[src/rtl/uart_tx_arbiter.sv]
// rtl/uart_tx_arbiter.sv - round-robin packet arbiter sharing one uart_tx among NUM_REQ requesters
// Optional watchdog abort enabled by defining UART_TX_ARB_TIMEOUT_EN.
module uart_tx_arbiter #(
    parameter int NUM_REQ        = 4,
    parameter int TIMEOUT_CYCLES = 65535
) (
    input  logic                 i_Clock,
    input  logic                 i_Reset,
    input  logic [NUM_REQ-1:0]   i_Req_Valid,
    input  logic [8*NUM_REQ-1:0] i_Req_Byte,
    input  logic [NUM_REQ-1:0]   i_Req_Last,
    output logic [NUM_REQ-1:0]   o_Req_Ready,
    output logic [NUM_REQ-1:0]   o_Grant,
    output logic                 o_Tx_DV,
    output logic [7:0]           o_Tx_Byte,
    input  logic                 i_Tx_Active,
    input  logic                 i_Tx_Done,
    output logic                 o_Busy,
    output logic                 o_Timeout
);

    localparam int IW = (NUM_REQ > 1) ? $clog2(NUM_REQ) : 1;
    localparam logic [IW:0] NR = (IW+1)'(NUM_REQ);

    typedef enum logic [1:0] {
        IDLE,
        LAUNCH,
        WAIT_DONE,
        DRAIN
    } state_t;

    state_t             state_q, state_d;
    logic [NUM_REQ-1:0] grant_q, grant_d;
    logic [IW-1:0]      gidx_q, gidx_d;
    logic [IW-1:0]      ptr_q, ptr_d;
    logic               last_q, last_d;
    logic               done_q;
    logic [IW-1:0]      win_idx;
    logic               win_found;
    logic               abort;
    logic               wd_expired;

    function automatic logic [IW-1:0] inc_idx(input logic [IW-1:0] idx);
        if (idx == IW'(NUM_REQ - 1))
            return '0;
        return idx + IW'(1);
    endfunction

    // First valid requester at or after the pointer, wrapping modulo NUM_REQ.
    always_comb begin : rr_search
        logic [IW:0] cand;
        win_idx   = ptr_q;
        win_found = 1'b0;
        cand      = '0;
        for (int i = 0; i < NUM_REQ; i++) begin
            cand = {1'b0, ptr_q} + (IW+1)'(i);
            if (cand >= NR)
                cand = cand - NR;
            if (!win_found && i_Req_Valid[cand[IW-1:0]]) begin
                win_found = 1'b1;
                win_idx   = cand[IW-1:0];
            end
        end
    end

`ifdef UART_TX_ARB_TIMEOUT_EN
    logic [15:0] wd_q;
    logic        wd_count;

    assign wd_count   = ((state_q == LAUNCH) && !i_Req_Valid[gidx_q]) || (state_q == WAIT_DONE);
    assign wd_expired = wd_count && (wd_q == 16'(TIMEOUT_CYCLES - 1));

    always_ff @(posedge i_Clock) begin
        if (i_Reset)
            wd_q <= '0;
        else if (state_d != state_q)
            wd_q <= '0;
        else if (wd_count)
            wd_q <= wd_q + 16'd1;
    end
`else
    logic [31:0] unused_timeout_cycles;
    assign unused_timeout_cycles = 32'(TIMEOUT_CYCLES);
    assign wd_expired            = 1'b0;
`endif

    always_comb begin
        state_d     = state_q;
        grant_d     = grant_q;
        gidx_d      = gidx_q;
        ptr_d       = ptr_q;
        last_d      = last_q;
        o_Tx_DV     = 1'b0;
        o_Req_Ready = '0;
        o_Tx_Byte   = '0;
        abort       = 1'b0;
        case (state_q)
            IDLE: begin
                if (win_found && !i_Tx_Active) begin
                    grant_d          = '0;
                    grant_d[win_idx] = 1'b1;
                    gidx_d           = win_idx;
                    state_d          = LAUNCH;
                end
            end
            LAUNCH: begin
                // A frame still finishing in uart_tx (e.g. after reset) holds the launch off.
                if (i_Req_Valid[gidx_q] && !i_Tx_Active && !i_Tx_Done && !i_Reset) begin
                    o_Tx_DV             = 1'b1;
                    o_Req_Ready[gidx_q] = 1'b1;
                    o_Tx_Byte           = i_Req_Byte[{gidx_q, 3'b000} +: 8];
                    last_d              = i_Req_Last[gidx_q];
                    state_d             = WAIT_DONE;
                end else if (wd_expired) begin
                    abort = 1'b1;
                end
            end
            WAIT_DONE: begin
                if (i_Tx_Done && !done_q)
                    state_d = DRAIN;
                else if (wd_expired)
                    abort = 1'b1;
            end
            DRAIN: begin
                if (!i_Tx_Done && !i_Tx_Active) begin
                    if (!last_q) begin
                        state_d = LAUNCH;
                    end else begin
                        // After an abort the grant is already gone and the pointer already moved.
                        if (|grant_q)
                            ptr_d = inc_idx(gidx_q);
                        grant_d = '0;
                        state_d = IDLE;
                    end
                end
            end
            default: state_d = IDLE;
        endcase
        if (abort) begin
            grant_d = '0;
            ptr_d   = inc_idx(gidx_q);
            last_d  = 1'b1;
            state_d = DRAIN;
        end
    end

    always_ff @(posedge i_Clock) begin
        if (i_Reset) begin
            state_q <= IDLE;
            grant_q <= '0;
            gidx_q  <= '0;
            ptr_q   <= '0;
            last_q  <= 1'b0;
            done_q  <= 1'b0;
        end else begin
            state_q <= state_d;
            grant_q <= grant_d;
            gidx_q  <= gidx_d;
            ptr_q   <= ptr_d;
            last_q  <= last_d;
            done_q  <= i_Tx_Done;
        end
    end

    assign o_Grant   = grant_q;
    assign o_Busy    = (state_q != IDLE);
    assign o_Timeout = abort;

endmodule

[config.mk]
export PLATFORM = sky130hd
export DESIGN_NAME = uart_tx_arbiter
export DESIGN_NICKNAME = d
export VERILOG_FILES = /design/src/rtl/uart_tx_arbiter.sv
export SDC_FILE = /design/constraint.sdc
export NUM_CORES = 1
export LEC_CHECK = 0
export ABC_AREA = 1
export CORE_UTILIZATION = 40
export DETAILED_ROUTE_END_ITERATION = 10
export GPL_ROUTABILITY_DRIVEN = 0
export HOLD_SLACK_MARGIN = 0.02
export PLACE_DENSITY = 0.79
export SYNTH_ARGS = -nofsm -noshare
export SYNTH_HDL_FRONTEND = slang
export SYNTH_SLANG_ARGS = --single-unit
[constraint.sdc]
create_clock -name i_Clock -period 5.48 [get_ports i_Clock]
set_input_delay 1.644 -clock i_Clock [delete_from_list [all_inputs] [get_ports i_Clock]]
set_output_delay 1.644 -clock i_Clock [all_outputs]
set_load 0.1 [all_outputs]
# After elaboration in Yosys (flattened, before gate mapping)
# Cells that the tools add are included.
[totals]
input_bits = 44
wordCells = 114
reg_bits = 12
output_inout_bits = 19
[classes]
shift = 1
magnitude_cmp = 12
n_eq_ne = 9
n_addsub = 8
reduce_logical = 27
mux = 51
[ops]
columns = ["op", "n"]
rows = [
  ["$shiftx 32x6->8", 1],
  ["$mux 2", 14],
  ["$mux 1", 20],
  ["$mux 4", 5],
  ["$lt 2x3->1 const B", 6],
  ["$mux 8", 2],
  ["$bmux 1 s2", 6],
  ["$reduce_and 4->1", 3],
  ["$logic_and 1x1->1", 11],
  ["$ne 2x2->1 const B", 5],
  ["$ge 3x3->1 const B", 3],
  ["$pmux 2 s4", 1],
  ["$pmux 4 s2", 1],
  ["$sub 2x1->2 const B", 4],
  ["$logic_not 1->1", 7],
  ["$add 2x2->3 const B", 2],
  ["$eq 2x2->1 const B", 3],
  ["$demux 1 s2", 2],
  ["$ge 2x1->1 const B", 2],
  ["$reduce_and 2->1", 2],
  ["$reduce_bool 2->1", 2],
  ["$reduce_or 4->1", 1],
  ["$add 2x1->3 const B", 1],
  ["$ge 2x3->1 const B", 1],
  ["other kinds (3)", 3],
]

# Depth between registers and ports, before layout
# Gate-level depths: netlist of the first run.
[logic_depth]
ltp_word = 20
ltp_mapped = 14
ltp_nobuf = 14

# Worst setup path before layout of the first run
# No wires, ideal clock.
[synth_path]
path_type = "input-to-output"
start = "input i_Req_Valid[0]"
end = "output o_Tx_Byte[0]"
path_slack_ns = -1.402
n_path_buf = 1
stages = 7
arrival_ns = 5.238
path_cell_list = "inv_1 o21ai_0 nand4_1 nor2_1 inv_1 clkbuf_1 a21oi_1"
[synth_between]
elab_chain_cells = 7
[synth_lines]
columns = ["item", "line", "rtl"]
rows = [
  ["from (decl)", "9", "input logic [NUM_REQ-1:0] i_Req_Valid,"],
  ["$bmux 1 s2", "108", "if (i_Req_Valid[gidx_q] && !i_Tx_Active && !i_Tx_Done && !i_Reset) begin"],
  ["$mux 1 (not written as such)", "108", ""],
  ["$logic_and 1x1->1 (3 in a row)", "108", ""],
  ["$mux 8", "108", ""],
  ["$mux 8", "97", "case (state_q)"],
  ["to (decl)", "15", "output logic [7:0] o_Tx_Byte,"],
]
# No other way between the ends. The select of a mux whose other input is x is not followed.

# Worst setup path in the final report of the first run
[layout_path]
start = "input i_Req_Valid[1]"
end = "output o_Tx_Byte[3]"
# Same word-level chain as after synthesis.

==> impl_metrics.tcl, run 1 <==
set metrics [dict create \
    run_status "completed" \
    ys_seq_area_share_pct 18.0 \
    p_leak_nw 0.927 \
    placed_cells 328 \
    grt_max_degree 27 \
    worst-setup-path-type "primary input to output port" \
    p_comb_share_pct 63.9 \
    power_mw 0.585 \
    root_buffer "clkbuf_4" \
    r2r_cells 9 \
    min_path_cells 2 \
    avgSynthCellArea_sq_um 5.80 \
    via_per_inst 4.93 \
    rr_startpoint "gidx_q[1]" \
    grt_pass1_wl_mm 6.71 \
    crit_end "o_Tx_Byte[3]" \
    r2r_end "last_q" \
    synth.yosys.warnings 0 \
    num_rows 20 \
    p_seq_share_pct 23.7 \
    p_sw_share_pct 54.4 \
    postCtsHoldBufs 0 \
    cp_max_fo 12 \
    fmax_mhz 196 \
    maxCapViolations 0 \
    clk_latency_ns 0.28 \
    post-route-period-util_pct 93.0 \
    post_synth_num_cell_types 27 \
    layout_min_cycle_time_ns 5.09 \
    die-height_um 59.8 \
    cp-start-kind "primary input" \
    port_buffers 61 \
    drive_above_1_share_pct 17.0 \
    rsz0062_at_grt "false" \
    p_sw_mw 0.318 \
    multiInputGateArea_sq_mm 0.00107 \
    final_cell_mix "clkdlybuf4s50_1 (48), nand2_1 (45), nor2_1 (39)" \
    top_level_ports 63 \
    ctsResizeCount 0 \
    layout.nets 342 \
    ys_ff_latch 12 \
    clk_pin_slew_worst_paths_ns 0.08 \
    first_global_vias 1596 \
    peakVddDrop_uv 253 \
    internal_power_mw 0.267 \
    required_ns 3.84 \
    grt_remaining_overflow 0 \
    setup-violations-final 0 \
    pwr-share-clk_pct 12.4 \
    synthToLayoutAreaGrowth_pct 69.4 \
    slew_headroom_pct 33.9 \
    min_path_type "register to register" \
    power_density_mw_per_mm2 259 \
    cts_tree "yes" \
    critPathCaptureType "output port" \
    grt.total_usage_pct 25.0 \
    vias 1637 \
    fillers 285 \
    first_pass_iters 4 \
    r2r_slack_ns 3.29 \
    layout.cells.non_filler 332 \
    start_util_pct 43.0 \
    crit_start "i_Req_Valid[1]" \
    drt.antenna.violating_nets 0 \
    skew_ns 0.00275 \
    netlist_area_sq_mm 0.00134 \
    post_cts_buffers 0 \
    synth_nets 283 \
    cts_sinks 12 \
    dpl.hpwl_mm 3.32 \
    wire_per_inst_um 12.1 \
    cts_buffers 3 \
    post-route-util_pct 72.9 \
    die_w_um 59.8 \
    final_common_cell "clkdlybuf4s50_1" \
    tightest_slew_ns 0.988 \
    antenna_found_initial 0 \
    first_iter_violations 75 \
    hold_viol_final 0 \
    core-area_sq_mm 0.00310 \
    design.die.area_sq_mm 0.00357 \
    routed_wl_mm 4.02 \
    setup_tns_ns 0 \
    worst_ep_arrival_time_ns 3.45 \
    drc 0 \
    antenna_cells 0 \
    clock_path_buffers 2 \
    cts_max_level 1 \
    synthCells 230 \
    drv_slew 0 \
    seqCellArea_sq_um 240 \
]
[worst min-delay path by stage]
| stage | end | from | slack [ns] |
|---|---|---|---|
| after detailed placement | o_Grant[3] | o_Grant[3] | 0.49 |
| after floorplan | last_q | last_q | 0.47 |
| after global placement | o_Grant[0] | o_Grant[0] | 0.47 |
| after CTS | o_Grant[3] | o_Grant[3] | 0.50 |
| after global routing | o_Grant[3] | o_Grant[3] | 0.52 |
| final | o_Grant[1] | o_Grant[1] | 0.50 |
[power groups by stage]
| stage | clock (mW) | sequential [mW] | combinational [mW] |
|---|---|---|---|
| after floorplan | 0 | 0.165 | 0.245 |
| after global placement | 0 | 0.139 | 0.371 |
| after detailed placement | 0 | 0.140 | 0.375 |
| after CTS | 0.0737 | 0.138 | 0.376 |
| after global routing | 0.0774 | 0.143 | 0.413 |
| final | 0.0725 | 0.139 | 0.374 |
[worst max-delay path, stage by stage]
cell	delay (ns)
clkdlybuf4s50_1	0.52
a21oi_1	0.08
o21ai_0	0.12
nand4_1	0.20
nor2_4	0.18
inv_1	0.15
buf_12	0.20
a21oi_2	0.16
buf_12	0.19
[through the flow]
step                      cell area, sq um  worst slack, ns  hold WS [ns]
after floorplan                       1450            0.115         0.468
after global placement                2230            0.435         0.473
after CTS                             2260            0.367         0.497
after detailed placement              2230            0.372         0.486
after global routing                  2260            0.268         0.522
final                                 2260            0.385         0.500
[final cells by class]
cell class	instances	share of cell area (%)
clock buffer	4	1.60
inverter	24	3.98
multi-input combinational	185	47.4
sequential	12	10.6
tap	44	2.43
timing repair buffer	63	34.0
[state kept, by name (all words and copies together) (netlist names)]
signal,flops
o_Grant,4
gidx_q,2
ptr_q,2
state_q,2
done_q,1
last_q,1
[layer usage]
layer	share of wire, %	vias up	track usage [%]
met5	0	-	0
met4	1.5	0	9.30
met3	7.3	8	8.23
met2	52	45	44.9
met1	39	720	26.9
li1	-	864	-
[synthesized netlist by cell type]
master	instances	area, sq um
nor2_8	1	20.0
o22ai_1	1	6.26
nor2_1	44	165
nand3_1	9	45.0
o21ai_0	28	140
o41ai_1	1	8.76
inv_1	22	82.6
o31ai_1	1	7.51
buf_4	1	7.51
buf_6	1	11.3
inv_2	2	7.51
nand2_4	3	33.8
dfxtp_1	12	240
nor2_2	2	12.5
nand2_2	5	31.3
conb_1	1	3.75
nor3_1	1	5.00
nand4_2	1	12.5
o21a_1	1	7.51
o21ai_1	2	10.0
a21oi_1	25	125
nand2_1	45	169
nand3_2	3	30.0
a211oi_1	1	7.51
nand4_1	1	6.26
ha_1	9	113
clkbuf_1	7	26.3
[kinds of logic (layout without fill, tap and decap cells)]
logic type | count (synthesis) | count (layout) | synth area share [%]
AO/OA/AOI/OAI | 60 | 60 | 23.4
adder cells (fa/ha/maj) | 9 | 9 | 8.44
other | 1 | 1 | 0.281
buffers and inverters | 33 | 91 | 10.1
AND/OR/NAND/NOR | 115 | 115 | 39.7
flip-flops | 12 | 12 | 18.0
Note: power is estimated with default switching activity, not from simulation.
==> run 2: changes to the inputs <==
- ABC_AREA: 1 -> not set
- PLACE_DENSITY: 0.79 -> 0.83
==> run 2 against run 1 <==
Flip-flop and latch count is the same; global-route usage decreased by 1.9 points; largest power group unchanged; maximum frequency hardly changed; hold slack worse by 0.014 ns.
==> impl_metrics.tcl, run 2 <==
set metrics [dict create \
    tightest_slew_ns 0.967 \
    wire_per_inst_um 16.1 \
    first_pass_iters 4 \
    start_util_pct 43.9 \
    design.die.area_sq_mm 0.00303 \
    postCtsHoldBufs 0 \
    avgSynthCellArea_sq_um 9.01 \
    grt_pass1_wl_mm 4.97 \
    clock_path_buffers 2 \
    clk_pin_slew_worst_paths_ns 0.07 \
    layout.nets 240 \
    cp-start-kind "primary input" \
    yosysTopAreaCell "dfxtp_1" \
    top_level_ports 63 \
    cp_slowest_cell "mux4_1" \
    ys_seq_area_share_pct 21.3 \
    num_rows 18 \
    multiInputGateArea_sq_um 825 \
    synth_compound_area_share_pct 12.7 \
    required_ns 3.84 \
    antenna_cells 0 \
    synthCells 125 \
    first_global_vias 1143 \
    grt_remaining_overflow 0 \
    maxCapViolations 0 \
    placed_cells 212 \
    min_path_type "register to register" \
    drc 0 \
    critPathCaptureType "output port" \
    skew_ns 0.00888 \
    routed_wl_mm 3.48 \
    layout_min_cycle_time_ns 5.09 \
    core-area_sq_mm 0.00257 \
    power_density_mw_per_mm2 246 \
    synth_fa_ha_area_share_pct 10.0 \
    ctsResizeCount 0 \
    die-height_um 55.1 \
    cts_sinks 12 \
    synthXorXnorAreaFrac_pct 0 \
    final_cell_mix "clkdlybuf4s50_1 (48), buf_12 (13), nand2_1 (12), and3_1 (12), dfxtp_1 (12)" \
    layout.cells.non_filler 216 \
    setup-violations-final 0 \
    largest_reg_flops 4 \
    cts_tree "yes" \
    synthToLayoutAreaGrowth_pct 71.2 \
    fmax_mhz 196 \
    crit_chain "clkdlybuf4s50_1 > mux4_1 > nor4b_4 > buf_4 > and3_1 > buf_12" \
    critical_path.max_stage_delay_ns 0.55 \
    post-route-period-util_pct 92.9 \
    synth_top_area_share_pct 21.3 \
    worst-setup-path-type "primary input to output port" \
    synth_simple_gate_area_share_pct 26.0 \
    fillers 183 \
    synth.area.mux_share_pct 24.2 \
    async_reset_ff_share_pct 0 \
    worst_ep_arrival_time_ns 3.45 \
    ys_ff_latch 12 \
    synth_edf_count 0 \
    drv_slew 0 \
    port_buffers 61 \
    post-route-util_pct 75.1 \
    synthTopCellsByArea "dfxtp_1 (21%), mux4_2 (16%), ha_1 (10%)" \
    peakVddDrop_uv 299 \
    cts_max_level 1 \
    hold_viol_final 0 \
    run_status "completed" \
    grt.total_usage_pct 23.1 \
    cp_max_fo 14 \
    post_cts_buffers 0 \
    drt.antenna.violating_nets 0 \
    synth_top_family_by_area "simple AND/OR/NAND/NOR gates" \
    rsz0062_at_grt "false" \
    synth.yosys.warnings 0 \
    via_per_inst 5.65 \
    setup_tns_ns 0 \
    path_delay_family "buffers and inverters" \
    final_common_cell "clkdlybuf4s50_1" \
    slew_headroom_pct 35.3 \
    crit_start "i_Req_Valid[1]" \
    synth_top_cells_by_count "and3_1 (12), dfxtp_1 (12), nand2_1 (12), a21oi_1 (10)" \
    vias 1221 \
    die_w_um 55.1 \
    grt_max_degree 16 \
    root_buffer "clkbuf_4" \
    netlist_area_sq_mm 0.00113 \
    p_leak_nw 0.763 \
    antenna_found_initial 0 \
    first_iter_violations 10 \
    cts_buffers 3 \
    seqCellArea_sq_um 240 \
    critPathBufInv 3 \
    drive_above_1_share_pct 16.1 \
    post_synth_num_cell_types 32 \
    rr_startpoint "gidx_q[0]" \
    yosys_most_used_dff "dfxtp_1" \
    clk_latency_ns 0.28 \
    synth_nets 178 \
    dpl.hpwl_mm 2.71 \
    hold_path_startpoint "o_Grant[1]" \
]
run 2: through the flow:
step	setup WS, ns	cell area [sq um]	hold slack [ns]	power [mW]
after global routing	0.329	1930	0.513	0.499
final	0.388	1930	0.486	0.474
after floorplan	0.677	1130	0.510	0.315
after global placement	0.445	1890	0.465	0.390
after CTS	0.407	1930	0.485	0.474
after detailed placement	0.408	1890	0.472	0.401
run 2: worst register-to-register path, cell delays in order, from the launching register on:
cell and delay, ns:
dfxtp_1 0.83, mux4_1 0.39, nor4b_4 0.18, buf_4 0.21, o221ai_2 0.14, a2111oi_0 0.51, a211oi_1 0.10
run 2: worst paths after layout:
path | endpoint | slack, ns | cells after the start
max | o_Req_Ready[3] | 0.39 | 6
min | o_Grant[1] | 0.49 | 2
max reg2reg | state_q[0] | 2.99 | 6
min reg2reg | o_Grant[1] | 0.49 | 2
run 2: cell families after synthesis:
family	after synthesis
other	1
multiplexers	14
adder cells (fa/ha/maj)	9
AND/OR/NAND/NOR	53
AO/OA/AOI/OAI	21
flip-flops	12
buffers and inverters	15
run 2: area by class of cell:
| class | count | share of cell area, % |
|---|---|---|
| inverters | 9 | 1.75 |
| well taps | 30 | 1.95 |
| clock buffers | 4 | 1.88 |
| flip-flops and latches | 12 | 12.5 |
| repair buffers | 63 | 39.2 |
| multi-input cells | 98 | 42.8 |
run 2: layer usage:
layer	global-route usage (%)	vias up	part of all wire, %
met4	2.50	0	0.14
met2	43.8	66	47
met1	25.0	570	39
met5	0	-	0
met3	8.47	2	13
li1	-	583	-
run 2: report_power, final:
group	internal [mW]	switching (mW)	leakage, nW	total (mW)
Combinational	0.113	0.171	0.645	0.284
Clock	0.0404	0.0319	0.0210	0.0723
Sequential	0.0993	0.0182	0.0978	0.118
